==> src/rtl/ufk_result_writer_if.sv <==
// ufk_result_writer_if
//   Groups the sum-stage stream and the result-RAM port of the result writer.
//   slave  : the writer side (consumes the sum stream, drives the RAM port)
//   master : the environment side (drives the sum stream and mem_grant)
//   Signals:
//     sum_data/sum_valid/sum_ready : 32-bit valid/ready result stream
//     mem_grant                    : arbiter grant of the shared RAM port
//     address/writedata/byteenable : RAM word address, 128-bit data, byte enables
//     write/chipselect             : RAM write strobe and chip select
interface ufk_result_writer_if;
  logic [31:0]  sum_data;
  logic         sum_valid;
  logic         sum_ready;
  logic         mem_grant;
  logic [5:0]   address;
  logic [127:0] writedata;
  logic [15:0]  byteenable;
  logic         write;
  logic         chipselect;

  modport slave (
    input  sum_data, sum_valid, mem_grant,
    output sum_ready, address, writedata, byteenable, write, chipselect
  );

  modport master (
    output sum_data, sum_valid, mem_grant,
    input  sum_ready, address, writedata, byteenable, write, chipselect
  );
endinterface

==> src/rtl/ufk_result_writer.sv <==
// ufk_result_writer
//   Packs four consecutive 32-bit sum results into one 128-bit word and writes
//   each word to the result RAM region starting at BASE_ADDR. A frame is
//   NUM_WORDS words; done pulses one cycle after the last write.
//   Ports:
//     clock  : rising-edge clock
//     rst    : synchronous active-high reset
//     start  : frame start pulse, honoured only in IDLE
//     bus    : sum stream + RAM port (slave modport of ufk_result_writer_if)
//     busy   : frame in progress
//     done   : one-cycle end-of-frame pulse
//     clken  : RAM clock enable, low while rst is asserted
module ufk_result_writer #(
  parameter int unsigned BASE_ADDR = 32,
  parameter int unsigned NUM_WORDS = 32
) (
  input  logic                 clock,
  input  logic                 rst,
  input  logic                 start,
  ufk_result_writer_if.slave   bus,
  output logic                 busy,
  output logic                 done,
  output logic                 clken
);

  if (BASE_ADDR + NUM_WORDS > 64) begin : g_param_check
    $error("ufk_result_writer: BASE_ADDR + NUM_WORDS must not exceed 64");
  end

  typedef enum logic [1:0] {S_IDLE, S_RUN, S_DONE} state_t;

  localparam logic [6:0] NUM_W7  = 7'(NUM_WORDS);
  localparam logic [6:0] LAST_W7 = 7'(NUM_WORDS - 1);
  localparam logic [5:0] BASE_A6 = 6'(BASE_ADDR);

  state_t       r_state;
  logic [1:0]   r_lane;
  logic [6:0]   r_acc_cnt;
  logic [6:0]   r_wr_cnt;
  logic [127:0] r_pack;
  logic [127:0] r_obuf;
  logic         r_pending;
  logic [5:0]   r_addr_hold;
  logic [127:0] r_wdata_hold;

  logic         w_write;
  logic         w_ready;
  logic         w_accept;
  logic         w_lane3;
  logic [5:0]   w_wr_addr;

  assign w_write   = r_pending & bus.mem_grant;
  assign w_lane3   = (r_lane == 2'd3);
  // Lane 3 may only be taken if obuf is free or is being drained this cycle.
  assign w_ready   = (r_state == S_RUN) && (r_acc_cnt < NUM_W7) &&
                     (!w_lane3 || !r_pending || w_write);
  assign w_accept  = bus.sum_valid & w_ready;
  assign w_wr_addr = BASE_A6 + r_wr_cnt[5:0];

  assign bus.sum_ready  = w_ready;
  assign bus.write      = w_write;
  assign bus.chipselect = w_write;
  assign bus.byteenable = w_write ? '1 : '0;
  // Address/data show the live word during a write and hold the last one otherwise.
  assign bus.address    = w_write ? w_wr_addr : r_addr_hold;
  assign bus.writedata  = w_write ? r_obuf : r_wdata_hold;

  assign busy  = (r_state == S_RUN);
  assign done  = (r_state == S_DONE);
  assign clken = ~rst;

  always_ff @(posedge clock) begin
    if (rst) begin
      r_state      <= S_IDLE;
      r_lane       <= '0;
      r_acc_cnt    <= '0;
      r_wr_cnt     <= '0;
      r_pack       <= '0;
      r_obuf       <= '0;
      r_pending    <= 1'b0;
      r_addr_hold  <= '0;
      r_wdata_hold <= '0;
    end else begin
      case (r_state)
        S_IDLE: begin
          if (start) begin
            r_state   <= S_RUN;
            r_lane    <= '0;
            r_acc_cnt <= '0;
            r_wr_cnt  <= '0;
            r_pending <= 1'b0;
          end
        end
        S_RUN: begin
          if (w_accept) begin
            r_pack[{r_lane, 5'd0} +: 32] <= bus.sum_data;
            r_lane <= r_lane + 2'd1;
            if (w_lane3) begin
              r_obuf    <= {bus.sum_data, r_pack[95:0]};
              r_acc_cnt <= r_acc_cnt + 7'd1;
            end
          end
          // A same-cycle refill wins over the drain, keeping pending set.
          if (w_accept && w_lane3) begin
            r_pending <= 1'b1;
          end else if (w_write) begin
            r_pending <= 1'b0;
          end
          if (w_write) begin
            r_wr_cnt     <= r_wr_cnt + 7'd1;
            r_addr_hold  <= w_wr_addr;
            r_wdata_hold <= r_obuf;
            if (r_wr_cnt == LAST_W7) begin
              r_state <= S_DONE;
            end
          end
        end
        S_DONE: begin
          r_state <= S_IDLE;
        end
        default: begin
          r_state <= S_IDLE;
        end
      endcase
    end
  end

endmodule

==> src/flat_wrapper.sv <==
// flat-port wrapper written by rule: the top's interface ports become plain ports
module ufk_result_writer_flat 
#(
  parameter int unsigned BASE_ADDR = 32,
  parameter int unsigned NUM_WORDS = 32
)
  (clock, rst, start, busy, done, clken, bus_sum_data, bus_sum_valid, bus_mem_grant, bus_sum_ready, bus_address, bus_writedata, bus_byteenable, bus_write, bus_chipselect);
  ufk_result_writer_if bus_i ();
  input  logic clock;
  input  logic rst;
  input  logic start;
  output logic busy;
  output logic done;
  output logic clken;
  input wire logic [$bits(bus_i.sum_data)-1:0] bus_sum_data;
  input wire logic [$bits(bus_i.sum_valid)-1:0] bus_sum_valid;
  input wire logic [$bits(bus_i.mem_grant)-1:0] bus_mem_grant;
  output wire logic [$bits(bus_i.sum_ready)-1:0] bus_sum_ready;
  output wire logic [$bits(bus_i.address)-1:0] bus_address;
  output wire logic [$bits(bus_i.writedata)-1:0] bus_writedata;
  output wire logic [$bits(bus_i.byteenable)-1:0] bus_byteenable;
  output wire logic [$bits(bus_i.write)-1:0] bus_write;
  output wire logic [$bits(bus_i.chipselect)-1:0] bus_chipselect;
  assign bus_i.sum_data = bus_sum_data;
  assign bus_i.sum_valid = bus_sum_valid;
  assign bus_i.mem_grant = bus_mem_grant;
  assign bus_sum_ready = bus_i.sum_ready;
  assign bus_address = bus_i.address;
  assign bus_writedata = bus_i.writedata;
  assign bus_byteenable = bus_i.byteenable;
  assign bus_write = bus_i.write;
  assign bus_chipselect = bus_i.chipselect;
  ufk_result_writer #(.BASE_ADDR(BASE_ADDR), .NUM_WORDS(NUM_WORDS)) u_core (.clock(clock), .rst(rst), .start(start), .bus(bus_i), .busy(busy), .done(done), .clken(clken));
endmodule
==> config.mk <==
export PLATFORM = sky130hd
export DESIGN_NAME = ufk_result_writer_flat
export DESIGN_NICKNAME = d
export VERILOG_FILES = /design/src/rtl/ufk_result_writer_if.sv /design/src/rtl/ufk_result_writer.sv /design/src/flat_wrapper.sv
export SDC_FILE = /design/constraint.sdc
export NUM_CORES = 1
export LEC_CHECK = 0
export ABC_AREA = 1
export ABC_CLOCK_PERIOD_IN_PS = 2400
export CAP_MARGIN = 20
export CORE_UTILIZATION = 56
export CTS_CLUSTER_DIAMETER = 120
export CTS_CLUSTER_SIZE = 24
export DETAILED_ROUTE_END_ITERATION = 16
export GPL_TIMING_DRIVEN = 0
export HOLD_SLACK_MARGIN = 0.05
export MAX_ROUTING_LAYER = met4
export PLACE_DENSITY = 0.8
export SYNTH_ARGS = -nofsm -noshare
export SYNTH_HDL_FRONTEND = slang
export SYNTH_SLANG_ARGS = --single-unit
==> constraint.sdc <==
create_clock -name clock -period 2.4 [get_ports clock]
set_clock_uncertainty 0.05 [all_clocks]
set_input_delay 0.6 -clock clock [delete_from_list [all_inputs] [get_ports clock]]
set_output_delay 0.6 -clock clock [all_outputs]
set_load 0.02 [all_outputs]
==> results.md <==
* Number of enable flip-flop cells after synthesis at 0
* Synthesis-stage register bit count at 377
* Largest net degree at the start of global routing at 25
* Gr ovfl total at 0
* Most common cell after layout, fill and taps aside: nand2_1
* Synth top area share at a little under half
* Design area at 19900 um2
* Vias at 16400
* Arr. time, crit path at about 1.8 ns
* Max-Cap Viols at 0
* Worst hold path type: reg -> reg
* GRT Overall Usage at 32.2%
* Synth unique cells at 25
* Worst slew pin tran at between 1 and 1.5 ns
* DRT iter0 DRCs at 1451
* First-pass GRT wire length at around 77000 um
* Pwr dens at 613 nW/um2
* Cell taking the most area after synthesis: dfxtp_1
* Root buffer cell: clkbuf_16
* Pins Over Slew Limit at 0
* Layout Utilization at a little under 70%
* Vias in the first global route at approximately 16000
* DRC Markers at 0
* Clk buf depth at 3
* ANT nets after route at 0
* CP Launch Type: flop
* Vias per std cell at between 5 and 6
* Die Wd at ~170 um
* Num CTS Buffers at 19
* Worst-path maximum fanout at 10
* Initial antenna violation count at 1
* Post-layout min period at approximately 2.5 ns
* Routability cong. at 0.943
* Highest clock rate at 406 MHz
* Lkg Pwr at around 9.4 nW
* Clock latency on the worst-skew pair at around 0.55 ns
* Peak VDD IR at about 0.00055 V
* Die H at 173 um
* Nets at 2800
* Port bufs at between 150 and 200
* Crit. End Element: output pin
* Hold Slack at 0.422 ns
* WL/cell at roughly 15 um
* Ys flop type: dfxtp_1
* Setup violators final at 81
* Setup ws final at -0.0612 ns
* Failing checks: setup timing
* # clock sinks at about 380
* Pwr Total at ~12 mW
* Final hold violation count at 0
* DP Area at approximately 19000 um2
* Starting Density at 57.0%
* Ys Warns at 0
* DRT Pass-1 Iters at 8
* RSZ-0062 raised after global routing: yes
* Core area at 28800 um2
* Half-perimeter wire length after placement at between 30000 and 40000 um
* Syn Area/Cell at 6.48 um2
* Proportion of layout cells with a drive suffix above 1 at ~14%
* Synthesized net count at between 2000 and 3000
* Crit Path Class: reg -> out
* Commonest cells after routing, fill and taps aside: 671 x nand2_1, 633 x nor2_1, 375 x dfxtp_1
* Area of the mapped netlist at approximately 16000 um2
* Die Footprint at roughly 30000 um2
* Status: finished with violations
* IO Count at approximately 190
* CTS H-tree depth at 1
* Worst-path clk slew at 0.10 ns
* # hold bufs at CTS at 0
* Post-synthesis sequential area ratio at between 40 and 50%
* Slew HR at 29.9%
* CP required at approximately 1.8 ns
* Core Rows at between 60 and 70
* Ys async rst share at 0%
* Post-synthesis cell count at ~2500
* CTS tree: done
* Layout area overhead at 21.0%
* Final wirelength at approximately 48000 um
* Top cells by area, synth: dfxtp_1 46%, nand2_1 15%, nor2_1 15%, o21ai_0 8.3%, inv_1 5.2%
* Final cycle utilization of the critical path at 103%
cells by family (layout without fill, tap and decap cells):
kind of cell	after synthesis	after routing	share of synthesized area, %
buffers and inverters	417	641	10.2
flip-flops	377	377	46.0
AND/OR/NAND/NOR	1377	1377	32.3
other	0	1	0
AO/OA/AOI/OAI	353	353	10.8
adder cells (fa/ha/maj)	7	7	0.534
XOR/XNOR	1	1	0.0534
cell usage after synthesis, types with 2 or more instances:
| library cell | instances |
|---|---|
| a21oi_1 | 76 |
| a31oi_1 | 2 |
| buf_1 | 9 |
| buf_2 | 29 |
| buf_4 | 21 |
| clkbuf_1 | 125 |
| dfxtp_1 | 377 |
| ha_1 | 7 |
| inv_1 | 229 |
| inv_2 | 3 |
| nand2_1 | 672 |
| nand3_1 | 13 |
| nand4_1 | 18 |
| nor2_1 | 634 |
| nor3_1 | 35 |
| nor4_1 | 2 |
| o21ai_0 | 272 |
power breakdown:
group	leakage [nW]	internal [mW]	switching, mW
clock network	0.243	1.44	2.01
registers	3.07	6.48	0.114
logic	6.08	0.753	1.36
per-layer routing:
metal	routed length [um]	track usage, %	share of wire (%)	up-vias
li1	-	-	-	8141
met5	0	-	0	-
met3	3560	4.09	7.4	129
met2	22100	51.9	46	622
met1	20200	40.7	42	7472
met4	2040	14.0	4.3	0
layout make-up:
class	instances	area, um2
plain buffers	180	1090
clock inverters	2	17.5
inverters	233	878
repair inverters	2	15.0
well taps	384	480
fillers	2563	8930
repair buffers	205	1690
multi-input cells	1738	7650
flip-flops and latches	377	7550
diodes	1	2.50
clock buffers	19	475
stage by stage:
| stage | setup slack (ns) | std cells | setup TNS [ns] |
|---|---|---|---|
| 6_report | -0.0612 | 3141 | -1.79 |
| 2_1_floorplan | 0.127 | 2532 | 0 |
| 4_1_cts | -0.0648 | 3137 | -3.36 |
| 3_3_place_gp | -1.62 | 3107 | -317.82 |
| 3_5_place_dp | -1.62 | 3108 | -326.59 |
| 5_1_grt | -0.119 | 3141 | -4.56 |
critical path: stages, from the launching register on:
cell     delay [ns]
dfxtp_4        0.38
nand2_8        0.13
buf_12         0.18
buf_4          0.19
nand2_1        0.06
o21ai_1        0.12
buf_4          0.18
state kept, by name, indices dropped and copies added (netlist names):
| signal | count |
|---|---|
| u_core.r_pending | 1 |
| u_core.r_addr_hold | 6 |
| u_core.r_lane | 2 |
| u_core.r_wr_cnt | 7 |
| u_core.r_state | 2 |
| u_core.r_obuf | 128 |
| u_core.r_acc_cnt | 7 |
| u_core.r_wdata_hold | 128 |
| u_core.r_pack | 96 |
what timing repair did:
| item | in CTS | in global routing |
|---|---|---|
| setup buffers | 8 | 4 |
| setup endpoints to repair | 256 | 245 |
| resized for setup | 1063 | 128 |
| pin swaps | 3 | 1 |
| cloned | 3 | 0 |
| endpoints found under the hold margin | 0 | 0 |
final timing paths:
kind | from | endpoint | slack (ns) | cells after the start
max | u_core.r_pending$_SDFFE_PP0P_ | bus_writedata[30] | -0.06 | 6
min | u_core.r_pack[47]$_SDFFE_PP0P_ | u_core.r_pack[47]$_SDFFE_PP0P_ | 0.42 | 2
max reg2reg | u_core.r_state[1]$_SDFFE_PP0P_ | u_core.r_obuf[77]$_SDFFE_PP0P_ | 0.23 | 9
min reg2reg | u_core.r_pack[47]$_SDFFE_PP0P_ | u_core.r_pack[47]$_SDFFE_PP0P_ | 0.42 | 2
No activity file was read; power rests on OpenSTA's default activity.
